<file path="config.mk">
export PLATFORM = sky130hd
export DESIGN_NAME = uart_tx_engine
export DESIGN_NICKNAME = d
export VERILOG_FILES = /design/src/rtl/uart_pkg.sv /design/src/rtl/uart_bit_timer.sv /design/src/rtl/uart_tx_engine.sv
export SDC_FILE = /design/constraint.sdc
export NUM_CORES = 1
export LEC_CHECK = 0
export CAP_MARGIN = 20
export CORE_MARGIN = 5
export CORE_UTILIZATION = 40
export CTS_BUF_LIST = sky130_fd_sc_hd__clkbuf_8
export CTS_CLUSTER_SIZE = 14
export DETAILED_ROUTE_END_ITERATION = 8
export GPL_TIMING_DRIVEN = 0
export HOLD_SLACK_MARGIN = 0.06
export RECOVER_POWER = 100
export SLEW_MARGIN = 5
export SYNTH_ARGS = -nofsm -noshare
export SYNTH_HDL_FRONTEND = slang
export SYNTH_SLANG_ARGS = --single-unit
</file>
<file path="constraint.sdc">
create_clock -name Clk -period 3 [get_ports Clk]
set_clock_uncertainty 0.2 [all_clocks]
set_input_delay 0.9 -clock Clk [delete_from_list [all_inputs] [get_ports Clk]]
set_output_delay 0.9 -clock Clk [all_outputs]
set_load 0.01 [all_outputs]
</file>
<file path="src/rtl/uart_pkg.sv">
// Shared constants and state encoding for the UART transmit path.
package uart_pkg;

  localparam int unsigned BAUD_W    = 18;
  localparam int unsigned DATA_W    = 8;
  localparam int unsigned STOP_BITS = 1;

  typedef enum logic [2:0] {
    IDLE,
    START,
    DATA,
    PARITY,
    STOP
  } tx_state_t;

endpackage

</file>
<file path="src/rtl/uart_bit_timer.sv">
// Bit-time counter: latches the period at frame start and pulses bit_done on the last clock of each bit.
module uart_bit_timer #(
  parameter int unsigned BAUD_W = uart_pkg::BAUD_W
) (
  input  logic              clk,
  input  logic              rst,
  input  logic              start,
  input  logic              run,
  input  logic [BAUD_W-1:0] baud,
  output logic              bit_done
);

  logic [BAUD_W-1:0] period;
  logic [BAUD_W-1:0] count;

  assign bit_done = run && (count == period - 1'b1);

  always_ff @(posedge clk) begin
    if (rst) begin
      period <= '0;
      count  <= '0;
    end else if (start) begin
      // A zero divisor is treated as one clock per bit
      period <= (baud == '0) ? BAUD_W'(1) : baud;
      count  <= '0;
    end else if (run) begin
      if (bit_done) count <= '0;
      else          count <= count + 1'b1;
    end
  end

endmodule

</file>
<file path="src/rtl/uart_tx_engine.sv">
// UART transmit engine: start bit, 7/8 data bits LSB first, optional parity, stop bit.
module uart_tx_engine
  import uart_pkg::*;
#(
  parameter int unsigned BAUD_W = uart_pkg::BAUD_W,
  parameter int unsigned DATA_W = uart_pkg::DATA_W
) (
  input  logic              Clk,
  input  logic              Rst,
  input  logic [BAUD_W-1:0] Baud_val,
  input  logic              Load,
  input  logic [DATA_W-1:0] Out_port,
  input  logic              Eight,
  input  logic              Pen,
  input  logic              Ohel,
  output logic              Tx,
  output logic              TxRdy,
  output logic              Done
);

  localparam int unsigned CNT_W = $clog2(DATA_W);

  tx_state_t         state;
  logic [DATA_W-1:0] shreg;
  logic [DATA_W-1:0] masked;
  logic [CNT_W-1:0]  bitcnt;
  logic [CNT_W-1:0]  last_bit;
  logic              eight_q;
  logic              pen_q;
  logic              par_q;
  logic              accept;
  logic              bit_done;

  assign accept   = Load && TxRdy;
  assign last_bit = eight_q ? CNT_W'(DATA_W - 1) : CNT_W'(DATA_W - 2);

  always_comb begin
    masked = Out_port;
    if (!Eight) masked[DATA_W-1] = 1'b0;
  end

  uart_bit_timer #(.BAUD_W(BAUD_W)) u_timer (
    .clk      (Clk),
    .rst      (Rst),
    .start    (accept),
    .run      (state != IDLE),
    .baud     (Baud_val),
    .bit_done (bit_done)
  );

  always_ff @(posedge Clk) begin
    if (Rst) begin
      state   <= IDLE;
      Tx      <= 1'b1;
      TxRdy   <= 1'b1;
      Done    <= 1'b0;
      shreg   <= '0;
      bitcnt  <= '0;
      eight_q <= 1'b0;
      pen_q   <= 1'b0;
      par_q   <= 1'b0;
    end else begin
      Done <= 1'b0;
      case (state)
        IDLE: begin
          if (accept) begin
            shreg   <= masked;
            eight_q <= Eight;
            pen_q   <= Pen;
            par_q   <= (^masked) ^ Ohel;
            Tx      <= 1'b0;
            TxRdy   <= 1'b0;
            bitcnt  <= '0;
            state   <= START;
          end
        end
        START: begin
          if (bit_done) begin
            Tx    <= shreg[0];
            shreg <= shreg >> 1;
            state <= DATA;
          end
        end
        DATA: begin
          if (bit_done) begin
            if (bitcnt == last_bit) begin
              bitcnt <= '0;
              if (pen_q) begin
                Tx    <= par_q;
                state <= PARITY;
              end else begin
                Tx    <= 1'b1;
                state <= STOP;
              end
            end else begin
              Tx     <= shreg[0];
              shreg  <= shreg >> 1;
              bitcnt <= bitcnt + 1'b1;
            end
          end
        end
        PARITY: begin
          if (bit_done) begin
            Tx    <= 1'b1;
            state <= STOP;
          end
        end
        STOP: begin
          // bitcnt is reused to count stop bits
          if (bit_done) begin
            if (bitcnt == CNT_W'(STOP_BITS - 1)) begin
              bitcnt <= '0;
              TxRdy  <= 1'b1;
              Done   <= 1'b1;
              state  <= IDLE;
            end else begin
              bitcnt <= bitcnt + 1'b1;
            end
          end
        end
        default: state <= IDLE;
      endcase
    end
  end

endmodule
</file>
# [Word level (Yosys, flattened, before mapping)]
# Cells that the tools add are included.
[totals] register_bits=56 inputBits=32 output_inout_bits=3 elab_cells=85
[op_classes] addsub=3 eq_ne=14 mux=35 n_bitwise=3 reduce_logical=19
[ops] cell="two-way mux 3 bit" count=13
[ops] cell="two-way mux 18 bit" count=2
[ops] cell="two-way mux 8 bit" count=4
[ops] cell="one-hot mux 8 bit (3 select lines)" count=1
[ops] cell="adder 18 x 1 -> 18 bit (second input constant)" count=1
[ops] cell="== test 18 bit" count=1
[ops] cell="logical NOT 18 bit" count=1
[ops] cell="subtractor 18 x 1 -> 18 bit (second input constant)" count=1
[ops] cell="inequality test 2 bit (second input constant)" count=8
[ops] cell="one-hot mux 3 bit (5 select lines)" count=1
[ops] cell="two-way mux 1 bit" count=11
[ops] cell="AND reduction 5 bit" count=2
[ops] cell="one-hot mux 3 bit (3 select lines)" count=1
[ops] cell="nonzero test 3 bit" count=3
[ops] cell="AND reduction 4 bit" count=2
[ops] cell="XOR reduction 8 bit" count=1
[ops] cell="AND reduction 7 bit" count=1
[ops] cell="== test 3 x 2 -> 1 bit (second input constant)" count=2
[ops] cell="logical NOT 3 bit" count=2
[ops] cell="one-hot mux 1 bit (4 select lines)" count=1
[ops] cell="nonzero test 4 bit" count=1
[ops] cell="adder 3 x 1 -> 3 bit (second input constant)" count=1
[ops] cell="== test 3 x 1 -> 1 bit (second input constant)" count=1
[ops] cell="== test 3 bit" count=1
[ops] cell="9 further kinds" count=11

# [Longest topological paths before layout]
# Gate-level depths: netlist of run 1.
[logic_depth] ltp_word=5 depth_mapped=12

# [Hierarchy]
# From an unflattened synthesis of run 1, not the netlist that was laid out.
[hier_totals] hier_cells=385 hier_area_um2=3432.0
[modules_own_cells] mod="uart_bit_timer" instances=1 cells_each=249 area_per_inst_um2=2218.4
[modules_own_cells] mod="uart_tx_engine" instances=1 cells_each=136 area_per_inst_um2=1213.7

# [Worst setup path before layout of run 1]
# Ideal clock, no wire load.
[synth_timing] kind="register -> register" startpoint="register u_timer.period[0]" endpoint="register u_timer.count[10]" setup_time_ns=0.131 t_arrival_ns=2.699 setup_slack_ns=-0.030 stages_incl_launch_ff=13 path_buffers=3 path_cell_list="dfxtp_1 > inv_1 > ha_1 > or4b_1 > buf_2 > nor3_2 > a311oi_1 > nand3b_1 > a2111oi_4 > and3_1 > buf_4 > buf_6 > nor3_1"
[synth_via] elab_chain_len=4
[synth_rtl] item="start: declaration" line_no="uart_bit_timer.sv:13" rtl="logic [BAUD_W-1:0] period;"
[synth_rtl] item="start signal: assignment" line_no="uart_bit_timer.sv:24" rtl="period <= (baud == '0) ? BAUD_W'(1) : baud;"
[synth_rtl] item="subtractor 18 x 1 -> 18 bit" line_no="uart_bit_timer.sv:16" rtl="assign bit_done = run && (count == period - 1'b1);"
[synth_rtl] item="== test 18 bit" line_no="uart_bit_timer.sv:16"
[synth_rtl] item="logical AND 1 bit" line_no="uart_bit_timer.sv:16"
[synth_rtl] item="two-way mux 18 bit" line_no="uart_bit_timer.sv:27" rtl="if (bit_done) count <= '0;"
[synth_rtl] item="end signal: assignment" line_no="uart_bit_timer.sv:28" rtl="else count <= count + 1'b1;"
[synth_rtl] item="end: declaration" line_no="uart_bit_timer.sv:14" rtl="logic [BAUD_W-1:0] count;"
# Every way passes these cells.
# A chain may end at the register's enable or synchronous reset.

# [Final worst setup path of run 1]
[layout_timing] startpoint="register u_timer.period[8]" endpoint="register shreg[0]"
[layout_via] elab_chain_len=5
[layout_rtl] item="subtractor 18 x 1 -> 18 bit *" line_no="uart_bit_timer.sv:16"
[layout_rtl] item="== test 18 bit *" line_no="uart_bit_timer.sv:16"
[layout_rtl] item="logical AND 1 bit *" line_no="uart_bit_timer.sv:16"
[layout_rtl] item="inequality test 2 bit (no line)"
[layout_rtl] item="AND reduction 5 bit (no line) *"
[layout_rtl] item="end signal: assignment" line_no="uart_tx_engine.sv:67" rtl="shreg <= masked;"
[layout_rtl] item="end signal: assignment" line_no="uart_tx_engine.sv:80" rtl="shreg <= shreg >> 1;"
[layout_rtl] item="end signal: assignment" line_no="uart_tx_engine.sv:97" rtl="shreg <= shreg >> 1;"
[layout_rtl] item="end: declaration" line_no="uart_tx_engine.sv:24" rtl="logic [DATA_W-1:0] shreg;"
# Mark *: on every way between the ends. The rest lies on a longest branch, timed or not.

==> results of run 1 <==
==> worst paths after layout <==
kind	startpoint	endpoint	slack (ns)
min	par_q	par_q	0.26
max	u_timer.period[8]	shreg[0]	0.10
min reg2reg	par_q	par_q	0.26
max reg2reg	u_timer.period[8]	shreg[0]	0.10
==> repair_timing <==
action,in CTS,in global routing
gates cloned,0,2
setup endpoints to repair,34,43
setup buffers,8,8
resized for setup,28,23
pin swaps,6,14
==> through the flow <==
step / cells / utilization (%)
global route: 557 / 51.6
floorplan: 399 / -
finish: 557 / 51.6
detailed placement: 537 / 46.9
global placement: 537 / 46.9
CTS: 553 / 50.0
==> cell type report <==
cell class / instances / area (sq um)
tap: 105 / 131
multi-input combinational: 311 / 2300
clock buffer: 5 / 68.8
fill: 809 / 3980
sequential: 56 / 1130
clock inverter: 3 / 16.3
inverter: 11 / 41.3
timing repair buffer: 50 / 479
buffer: 16 / 76.3
==> synthesized netlist by cell type (6+ instances only) <==
cell type  instances  area, sq um
dfxtp_1           56         1120
nand2_1           32          120
nor2_1            32          120
nor3_1            31          155
xnor2_1           29          254
xor2_1            22          193
a21oi_1           16         80.1
clkbuf_1          14         52.6
nand3_1           12         60.1
mux2i_1           11          110
a22o_1            10         87.6
and3_1            10         62.6
inv_1             10         37.5
nor4_1             9         56.3
nand4_1            8         50.1
nor2b_1            7         43.8
o21ai_0            6         30.0
==> critical path: cells and delay by family (launching register included) <==
kind,cells,cell delay [ns]
and+or+nand+nor,3,0.91
AOI/OAI and AO/OA,3,0.76
DFF,1,0.39
muxes,1,0.36
buffers and inverters,1,0.17
==> flip-flops by register name, indices dropped and copies added (netlist names) <==
name and cells:
Tx 1, eight_q 1, shreg 8, par_q 1, u_timer.period 18, TxRdy 1
Done 1, u_timer.count 18, bitcnt 3, state 3, pen_q 1
==> routing by layer <==
| layer | global-route usage, % | share of wire, % | routed length [um] | up-vias |
|---|---|---|---|---|
| met4 | 4.44 | 2.3 | 212 | 0 |
| li1 | - | - | - | 1549 |
| met5 | 0 | 0 | 0 | - |
| met3 | 2.87 | 3.2 | 293 | 18 |
| met2 | 31.5 | 49 | 4470 | 62 |
| met1 | 21.7 | 45 | 4120 | 1461 |
==> logic make-up (layout without fill, tap and decap cells) <==
family / after synthesis / count (layout)
simple gates: 167 / 168
flops: 56 / 56
compound gates: 70 / 70
buf+inv: 33 / 85
xor+xnor: 51 / 51
mux: 18 / 18
fa+ha+maj: 4 / 4
==> power by group through the flow <==
stage          logic, W  clock network [W]  registers (W)
2_1_floorplan  0.000352                  0       0.000827
4_1_cts        0.000542           0.000415       0.000821
5_1_grt        0.000631           0.000447       0.000840
6_report       0.000579           0.000403       0.000834
3_5_place_dp   0.000492                  0       0.000838
3_3_place_gp   0.000487                  0       0.000837
==> cells in the final DEF, fill, tap and decap left out, drive strengths merged, types with 3 or more instances in the layout <==
master | netlist | layout
o211ai | 3 | 3
buf | 8 | 18
nor3 | 32 | 32
clkdlybuf4s50 | 0 | 29
nand4 | 8 | 8
a31oi | 5 | 5
nor4 | 11 | 11
nand2b | 3 | 3
xnor2 | 29 | 29
a22o | 10 | 10
or4 | 4 | 4
a31o | 4 | 4
a21oi | 17 | 17
mux2i | 11 | 11
nor4b | 3 | 3
dlygate4sd3 | 0 | 4
o41ai | 3 | 3
inv | 10 | 12
o21ai | 6 | 6
a21o | 3 | 3
ha | 4 | 4
mux2 | 7 | 7
nor2 | 32 | 32
nand2 | 32 | 32
clkbuf | 14 | 20
nand3 | 12 | 12
nor2b | 7 | 7
xor2 | 22 | 22
or3 | 3 | 3
dfxtp | 56 | 56
nand3b | 3 | 3
and3 | 10 | 11
==> results.py, run 1 <==
metrics = {
    "critical_path": {
        "reg2regPathDepth": 8,
        "worst_ep_arrival_time_ns": 2.90,
        "crit_path_end_kind": "flip-flop",
        "worstSetupStartpointType": "flip-flop",
        "slowest_stage": "or4_4",
        "crit_chain": "or4_4, buf_4, nor3_1, o41a_1, o21bai_2, nor4_4, a21oi_4, mux2_1",
        "critPathKind": "reg2reg",
        "cpPeakStageDelay_ns": 0.62,
        "worstPathMaxFanout": 8,
        "required_ns": 3.00,
    },
    "power": {
        "p_switching_w": 0.000595,
        "internal_power_w": 0.00122,
        "swShare_pct": 32.8,
        "pwr-share-clk_pct": 22.2,
        "p_total_w": 0.00182,
        "comb_power_share_pct": 31.9,
        "p_seq_share_pct": 45.9,
        "p_leak_nw": 1.55,
        "power_density_nw_per_um2": 428,
        "ir_worst_vdd_mv": 0.234,
    },
    "yosys": {
        "synthAdderAreaFrac_pct": 1.48,
        "ys_warn_count": 0,
        "async_flop_share_pct": 0,
        "syn-instance-count": 399,
        "synth_compound_area_share_pct": 15.8,
        "synth_ff_type": "dfxtp_1",
        "synth_xor_area_share_pct": 13.2,
        "ys_ff_latch": 56,
        "syn_nets": 435,
        "muxShareOfSynthArea_pct": 5.60,
        "syn_avg_cell_area_sq_um": 8.45,
        "synth_top_family_by_area": "simple AND/OR/NAND/NOR gates",
        "synth_edf_count": 0,
        "yosys.area_share.simple_pct": 26.5,
        "syn_area_sq_um": 3370,
        "yosysSeqAreaShare_pct": 33.2,
        "yosysUniqueCellTypes": 60,
    },
    "die": {
        "die_h_um": 102,
        "io-pin-count": 35,
        "core_area_sq_um": 8220,
        "die_x_um": 102,
        "start_util_pct": 41.1,
        "rows": 33,
        "die_area_sq_um": 10400,
    },
    "timing": {
        "postLayoutSetupSlackWorst_ns": 0.104,
        "fin_crit_sh_pct": 96.5,
        "worst_pin_slew_ns": 0.806,
        "period_needed_ns": 2.90,
        "whs_ns": 0.263,
        "maxSlewHeadroom_pct": 46.1,
        "fmax_ghz": 0.345,
        "setup_violations": 0,
        "finalHoldViolations": 0,
        "final_max_slew_viol_count": 0,
        "setup_tns_ns": 0,
        "grt_setup_unrepaired": "yes",
    },
    "route": {
        "drt_iter0_drc": 103,
        "ant_nets": 0,
        "wire_per_inst_um": 16.3,
        "vias": 3090,
        "drc_errors": 0,
        "viasPerCell": 5.55,
        "firstDrtPassIters": 4,
        "wl_um": 9090,
    },
    "final_layout": {
        "final_nets": 487,
        "syn_to_final_growth_pct": 25.7,
        "fin_area_sq_um": 4240,
        "antenna_cells": 0,
        "drive_gt1_share_pct": 15.7,
    },
    "clocking": {
        "clkSinkCount": 56,
        "root_buffer": "clkbuf_8",
        "clock_path_buffers": 2,
        "cts_tree": "done",
        "htreeDepth": 2,
        "cts_inserted_buffers": 5,
        "path_clk_slew_ns": 0.10,
        "holdBufCountCts": 0,
        "clkLatencyLatePin_ns": 0.31,
    },
    "flow_run": {
        "cap_violations": 0,
    },
    "min_path": {
        "hp-class": "reg2reg",
        "min_path_cells": 2,
    },
    "global_routing": {
        "antenna_found_initial": 0,
        "grt_usage_pct": 17.5,
        "grt_pass1_vias": 3044,
        "grt_max_degree": 17,
        "grt_overflow": 0,
        "grt_pass1_wl_um": 14500,
    },
    "placement": {
        "io_buffers": 33,
        "place_congestion": 0.864,
        "dpl.hpwl_um": 6690,
        "place_area_sq_um": 3850,
        "place_ws_ns": -0.383,
    },
    "outcome": {
        "status": "complete, no violations",
    },
}
Note: power is estimated with default switching activity, not from simulation.
==> inputs of run 2 (changes only) <==
- RECOVER_POWER: 100 -> 50
- REMOVE_ABC_BUFFERS: default -> 1
==> run 2 against run 1 <==
Wire length fell by 3.2%. Clock power is 5.7% higher. Die area stayed put. Maximum frequency shrank 2.4%. Critical endpoint is now shreg[3]. Cell count shrank 3.6%. Power decreased by 0.82%.
==> results.py, run 2 (synthesis gave the netlist of run 1 again) <==
metrics = {
    "outcome": {
        "status": "complete, no violations",
    },
    "timing": {
        "fin_crit_sh_pct": 99.0,
        "setup_violations": 0,
        "grt_setup_unrepaired": "yes",
        "worst_pin_slew_ns": 0.764,
        "fmax_ghz": 0.337,
        "period_needed_ns": 2.97,
        "finalHoldViolations": 0,
        "maxSlewHeadroom_pct": 48.9,
        "whs_ns": 0.264,
        "final_max_slew_viol_count": 0,
        "setup_tns_ns": 0,
    },
    "min_path": {
        "min_path_cells": 2,
        "min-delay-start": "par_q",
        "hp-class": "reg2reg",
        "min_to": "par_q",
    },
    "die": {
        "rows": 33,
        "die_x_um": 102,
        "io-pin-count": 35,
        "die_area_sq_um": 10400,
        "start_util_pct": 41.1,
        "core_area_sq_um": 8220,
        "die_h_um": 102,
    },
    "critical_path": {
        "reg2reg_slack_ns": 0.03,
        "worst_r2r_startpoint": "u_timer.period[1]",
        "cpPeakStageDelay_ns": 0.53,
        "rr_endpoint": "shreg[3]",
        "crit_buf_inv": 2,
        "worstSetupStartpointType": "flip-flop",
        "crit_chain": "inv_2, ha_4, or4b_4, nor4_4, xnor2_2, a21o_1, a2111oi_4, buf_6, a21oi_4, mux2_4",
        "critPathKind": "reg2reg",
        "critical-path-top-delay-family": "simple AND/OR/NAND/NOR gates",
        "worstPathMaxFanout": 8,
        "crit_path_end_kind": "flip-flop",
        "slowest_stage": "or4b_4",
        "worst_ep_arrival_time_ns": 2.98,
        "required_ns": 3.01,
        "startpoint": "u_timer.period[1]",
        "reg2regPathDepth": 10,
    },
    "clocking": {
        "holdBufCountCts": 0,
        "clock_path_buffers": 2,
        "clkLatencyLatePin_ns": 0.31,
        "cts_tree": "done",
        "clkSinkCount": 56,
        "root_buffer": "clkbuf_8",
        "htreeDepth": 2,
        "cts_inserted_buffers": 5,
        "path_clk_slew_ns": 0.10,
    },
    "final_layout": {
        "multi_input_area_sq_um": 2260,
        "n_fill_cell": 769,
        "final_cell_mix": "54 x dfxtp_1, 31 x nor2_1, 31 x nand2_1",
        "final_common_cell": "dfxtp_1",
        "syn_to_final_growth_pct": 21.3,
        "final_nets": 467,
        "antenna_cells": 0,
        "top_regs": "u_timer.count (18), u_timer.period (18), shreg (8)",
        "ff_latch_area_sq_um": 1130,
        "drive_gt1_share_pct": 13.4,
    },
    "global_routing": {
        "grt_overflow": 0,
        "antenna_found_initial": 0,
        "grt_max_degree": 28,
        "grt_pass1_wl_um": 14300,
        "grt_pass1_vias": 2905,
        "grt_usage_pct": 17.1,
    },
    "placement": {
        "place_congestion": 0.925,
        "io_buffers": 34,
        "dpl.hpwl_um": 6310,
    },
    "route": {
        "firstDrtPassIters": 4,
        "drc_errors": 0,
        "viasPerCell": 5.62,
        "vias": 3017,
        "wire_per_inst_um": 16.4,
        "ant_nets": 0,
        "wl_um": 8800,
        "drt_iter0_drc": 117,
    },
    "power": {
        "power_density_nw_per_um2": 440,
        "ir_worst_vdd_mv": 0.182,
        "p_leak_nw": 1.51,
    },
    "flow_run": {
        "cap_violations": 0,
    },
}
## run 2: changes by cell type in the layout (fill, tap and decap cells not counted), sizes merged
| cell | before | now |
|---|---|---|
| clkinv | 2 | 3 |
| clkbuf | 20 | 6 |
| buf | 18 | 12 |
| clkdlybuf4s50 | 29 | 30 |
| inv | 12 | 10 |
## run 2: cell type report
class | instances | share of cell area, %
inverters | 11 | 1.01
flip-flops and latches | 56 | 27.5
repair buffers | 46 | 10.8
clock inverters | 2 | 0.245
well taps | 105 | 3.21
clock buffers | 6 | 2.02
multi-input cells | 311 | 55.2
## run 2: through the flow
step	total power (W)	setup slack, ns	cell area, sq um	util, %	std cells
3_3_place_gp	0.00130	-1.19	3750	45.6	516
6_report	0.00180	0.0310	4090	49.8	537
3_5_place_dp	0.00131	-0.761	3760	45.8	517
5_1_grt	0.00190	-0.0670	4090	49.8	537
2_1_floorplan	0.00116	-0.145	3280	-	377
4_1_cts	0.00178	0.00393	3980	48.4	530
## run 2: worst max path at each step
stage	to	slack [ns]	cells after the start
after CTS	shreg[6]	0.004	7
after floorplan	u_timer.count[0]	-0.14	9
final	shreg[3]	0.03	10
after global routing	shreg[4]	-0.07	10
after global placement	u_timer.period[15]	-1.19	4
after detailed placement	u_timer.count[12]	-0.76	9
## run 2: per-layer routing
metal	vias up	track usage [%]	part of all wire [%]
met2	58	30.2	51
met5	-	0	0
li1	1521	-	-
met1	1431	21.4	45
met3	7	2.46	3.3
met4	0	5.85	0.92
## run 2: power breakdown
part           total [W]  internal [W]  switching, W
logic           0.000538      0.000258      0.000280
clock network   0.000426      0.000185      0.000241
registers       0.000836      0.000783     0.0000531
## run 2: worst min-delay path: cells and delay by family, from the launching register on
family,cells,cell delay (ns)
DFF,1,0.32
AOI/OAI and AO/OA,1,0.05
and+or+nand+nor,1,0.05
## run 2: timing repair
item,4_1_cts,5_1_grt
setup buffers,4,7
cloned,1,0
pin swaps,2,7
resized for setup,19,17
endpoints found under the setup margin,36,44
==> inputs of run 3 (changes only) <==
- CAP_MARGIN: 20 -> default
==> run 3 against run 2 <==
Register-to-register slack better by 0.02 ns. Critical path depth fell by 2. Count of clock-buffer cells in the layout rose by 1. Utilization increased by 0.41 points. Critical path type unchanged. Critical endpoint unchanged.
==> results.py, run 3 (synthesis gave the netlist of run 1 again) <==
metrics = {
    "outcome": {
        "status": "complete, no violations",
    },
    "global_routing": {
        "grt_pass1_vias": 2899,
        "antenna_found_initial": 0,
        "grt_usage_pct": 17.2,
        "grt_pass1_wl_um": 14400,
        "grt_max_degree": 38,
        "grt_overflow": 0,
    },
    "die": {
        "core_area_sq_um": 8220,
        "start_util_pct": 41.1,
        "rows": 33,
        "die_h_um": 102,
        "io-pin-count": 35,
        "die_x_um": 102,
        "die_area_sq_um": 10400,
    },
    "timing": {
        "grt_setup_unrepaired": "yes",
        "maxSlewHeadroom_pct": 49.4,
        "finalHoldViolations": 0,
        "postLayoutSetupSlackWorst_ns": 0.0483,
        "fmax_ghz": 0.339,
        "period_needed_ns": 2.95,
        "setup_violations": 0,
        "setup_tns_ns": 0,
        "final_max_slew_viol_count": 0,
        "worst_pin_slew_ns": 0.756,
        "fin_crit_sh_pct": 98.4,
    },
    "clocking": {
        "root_buffer": "clkbuf_8",
        "path_clk_slew_ns": 0.10,
        "clock_path_buffers": 2,
        "cts_tree": "done",
        "cts_inserted_buffers": 5,
        "clkLatencyLatePin_ns": 0.31,
        "htreeDepth": 2,
        "clkSinkCount": 56,
    },
    "final_layout": {
        "syn_to_final_growth_pct": 22.3,
        "fin_util_pct": 50.2,
        "antenna_cells": 0,
        "top_regs": "u_timer.count (18), u_timer.period (18), shreg (8)",
        "fin_area_sq_um": 4130,
        "drive_gt1_share_pct": 14.5,
        "final_nets": 469,
        "final_cell_mix": "54 x dfxtp_1, 31 x nor2_1, 31 x nand2_1",
        "final_common_cell": "dfxtp_1",
    },
    "power": {
        "p_switching_w": 0.000575,
        "swShare_pct": 31.4,
        "power_density_nw_per_um2": 443,
        "p_leak_nw": 1.51,
        "internal_power_w": 0.00125,
        "pwr-share-clk_pct": 24.0,
        "p_seq_share_pct": 45.6,
        "ir_worst_vdd_mv": 0.196,
        "comb_power_share_pct": 30.3,
    },
    "route": {
        "viasPerCell": 5.66,
        "wire_per_inst_um": 16.3,
        "drt_iter0_drc": 115,
        "vias": 3045,
        "firstDrtPassIters": 5,
        "wl_um": 8760,
        "ant_nets": 0,
        "drc_errors": 0,
    },
    "critical_path": {
        "crit_path_end_kind": "flip-flop",
        "crit_chain": "buf_4, nor2_1, nand2_1, o41a_1, o21bai_2, nor4_4, a21oi_4, mux2_4",
        "worst_ep_arrival_time_ns": 2.96,
        "cpPeakStageDelay_ns": 0.51,
        "critPathKind": "reg2reg",
        "slowest_stage": "o41a_1",
        "worstPathMaxFanout": 8,
        "worstSetupStartpointType": "flip-flop",
        "required_ns": 3.01,
    },
    "placement": {
        "io_buffers": 34,
        "dpl.hpwl_um": 6200,
        "place_congestion": 0.925,
        "place_ws_ns": -1.25,
        "place_area_sq_um": 3750,
    },
    "flow_run": {
        "cap_violations": 0,
    },
    "min_path": {
        "hp-class": "reg2reg",
    },
}
[run 3: cell type report]
cell class,instances,area [sq um]
inverters,11,41.3
well taps,105,131
clock buffers,7,96.3
flip-flops and latches,56,1130
multi-input cells,311,2280
repair buffers,48,454
fillers,777,4090
[run 3: through the flow]
stage                     hold slack [ns]  power (W)  std cells
after floorplan                     0.221    0.00116        377
after global placement              0.243    0.00130        516
after detailed placement            0.246    0.00131        516
after CTS                           0.261    0.00179        530
after global routing                0.310    0.00193        538
final                               0.258    0.00183        538
[run 3: worst paths after layout]
path | endpoint | cells past startpoint | slack (ns) | startpoint
worst min register to register | par_q | 2 | 0.26 | par_q
worst max register to register | shreg[3] | 8 | 0.05 | u_timer.period[0]
worst min-delay path | par_q | 2 | 0.26 | par_q
worst max-delay path | shreg[3] | 8 | 0.05 | u_timer.period[0]
[run 3: power by group through the flow]
stage / clock network (W) / logic (W) / registers, W
CTS: 0.000459 / 0.000501 / 0.000835
global placement: 0 / 0.000453 / 0.000849
global route: 0.000485 / 0.000601 / 0.000843
finish: 0.000440 / 0.000555 / 0.000835
detailed placement: 0 / 0.000457 / 0.000851
floorplan: 0 / 0.000320 / 0.000838
[run 3: routing by layer]
layer | vias to the layer above | GRT usage (%) | routed length (um)
met3 | 16 | 2.46 | 321
met1 | 1446 | 22.1 | 3940
met4 | 0 | 4.34 | 181
met5 | - | 0 | 0
met2 | 60 | 30.3 | 4310
li1 | 1523 | - | -
[run 3: repair_timing]
action                     CTS  global route
pin swaps                    4             8
cloned                       1             0
hold buffers                 0             0
gates resized for setup     20            22
setup endpoints to repair   46            44
hold endpoints to repair     0             0
setup buffers                6             8
[run 3: worst max-delay path: cells and delay by family (launching register included)]
kind	cells	cell delay [ns]
DFF	1	0.35
and+or+nand+nor	3	0.88
AOI/OAI and AO/OA	3	0.94
buffers and inverters	1	0.13
muxes	1	0.34
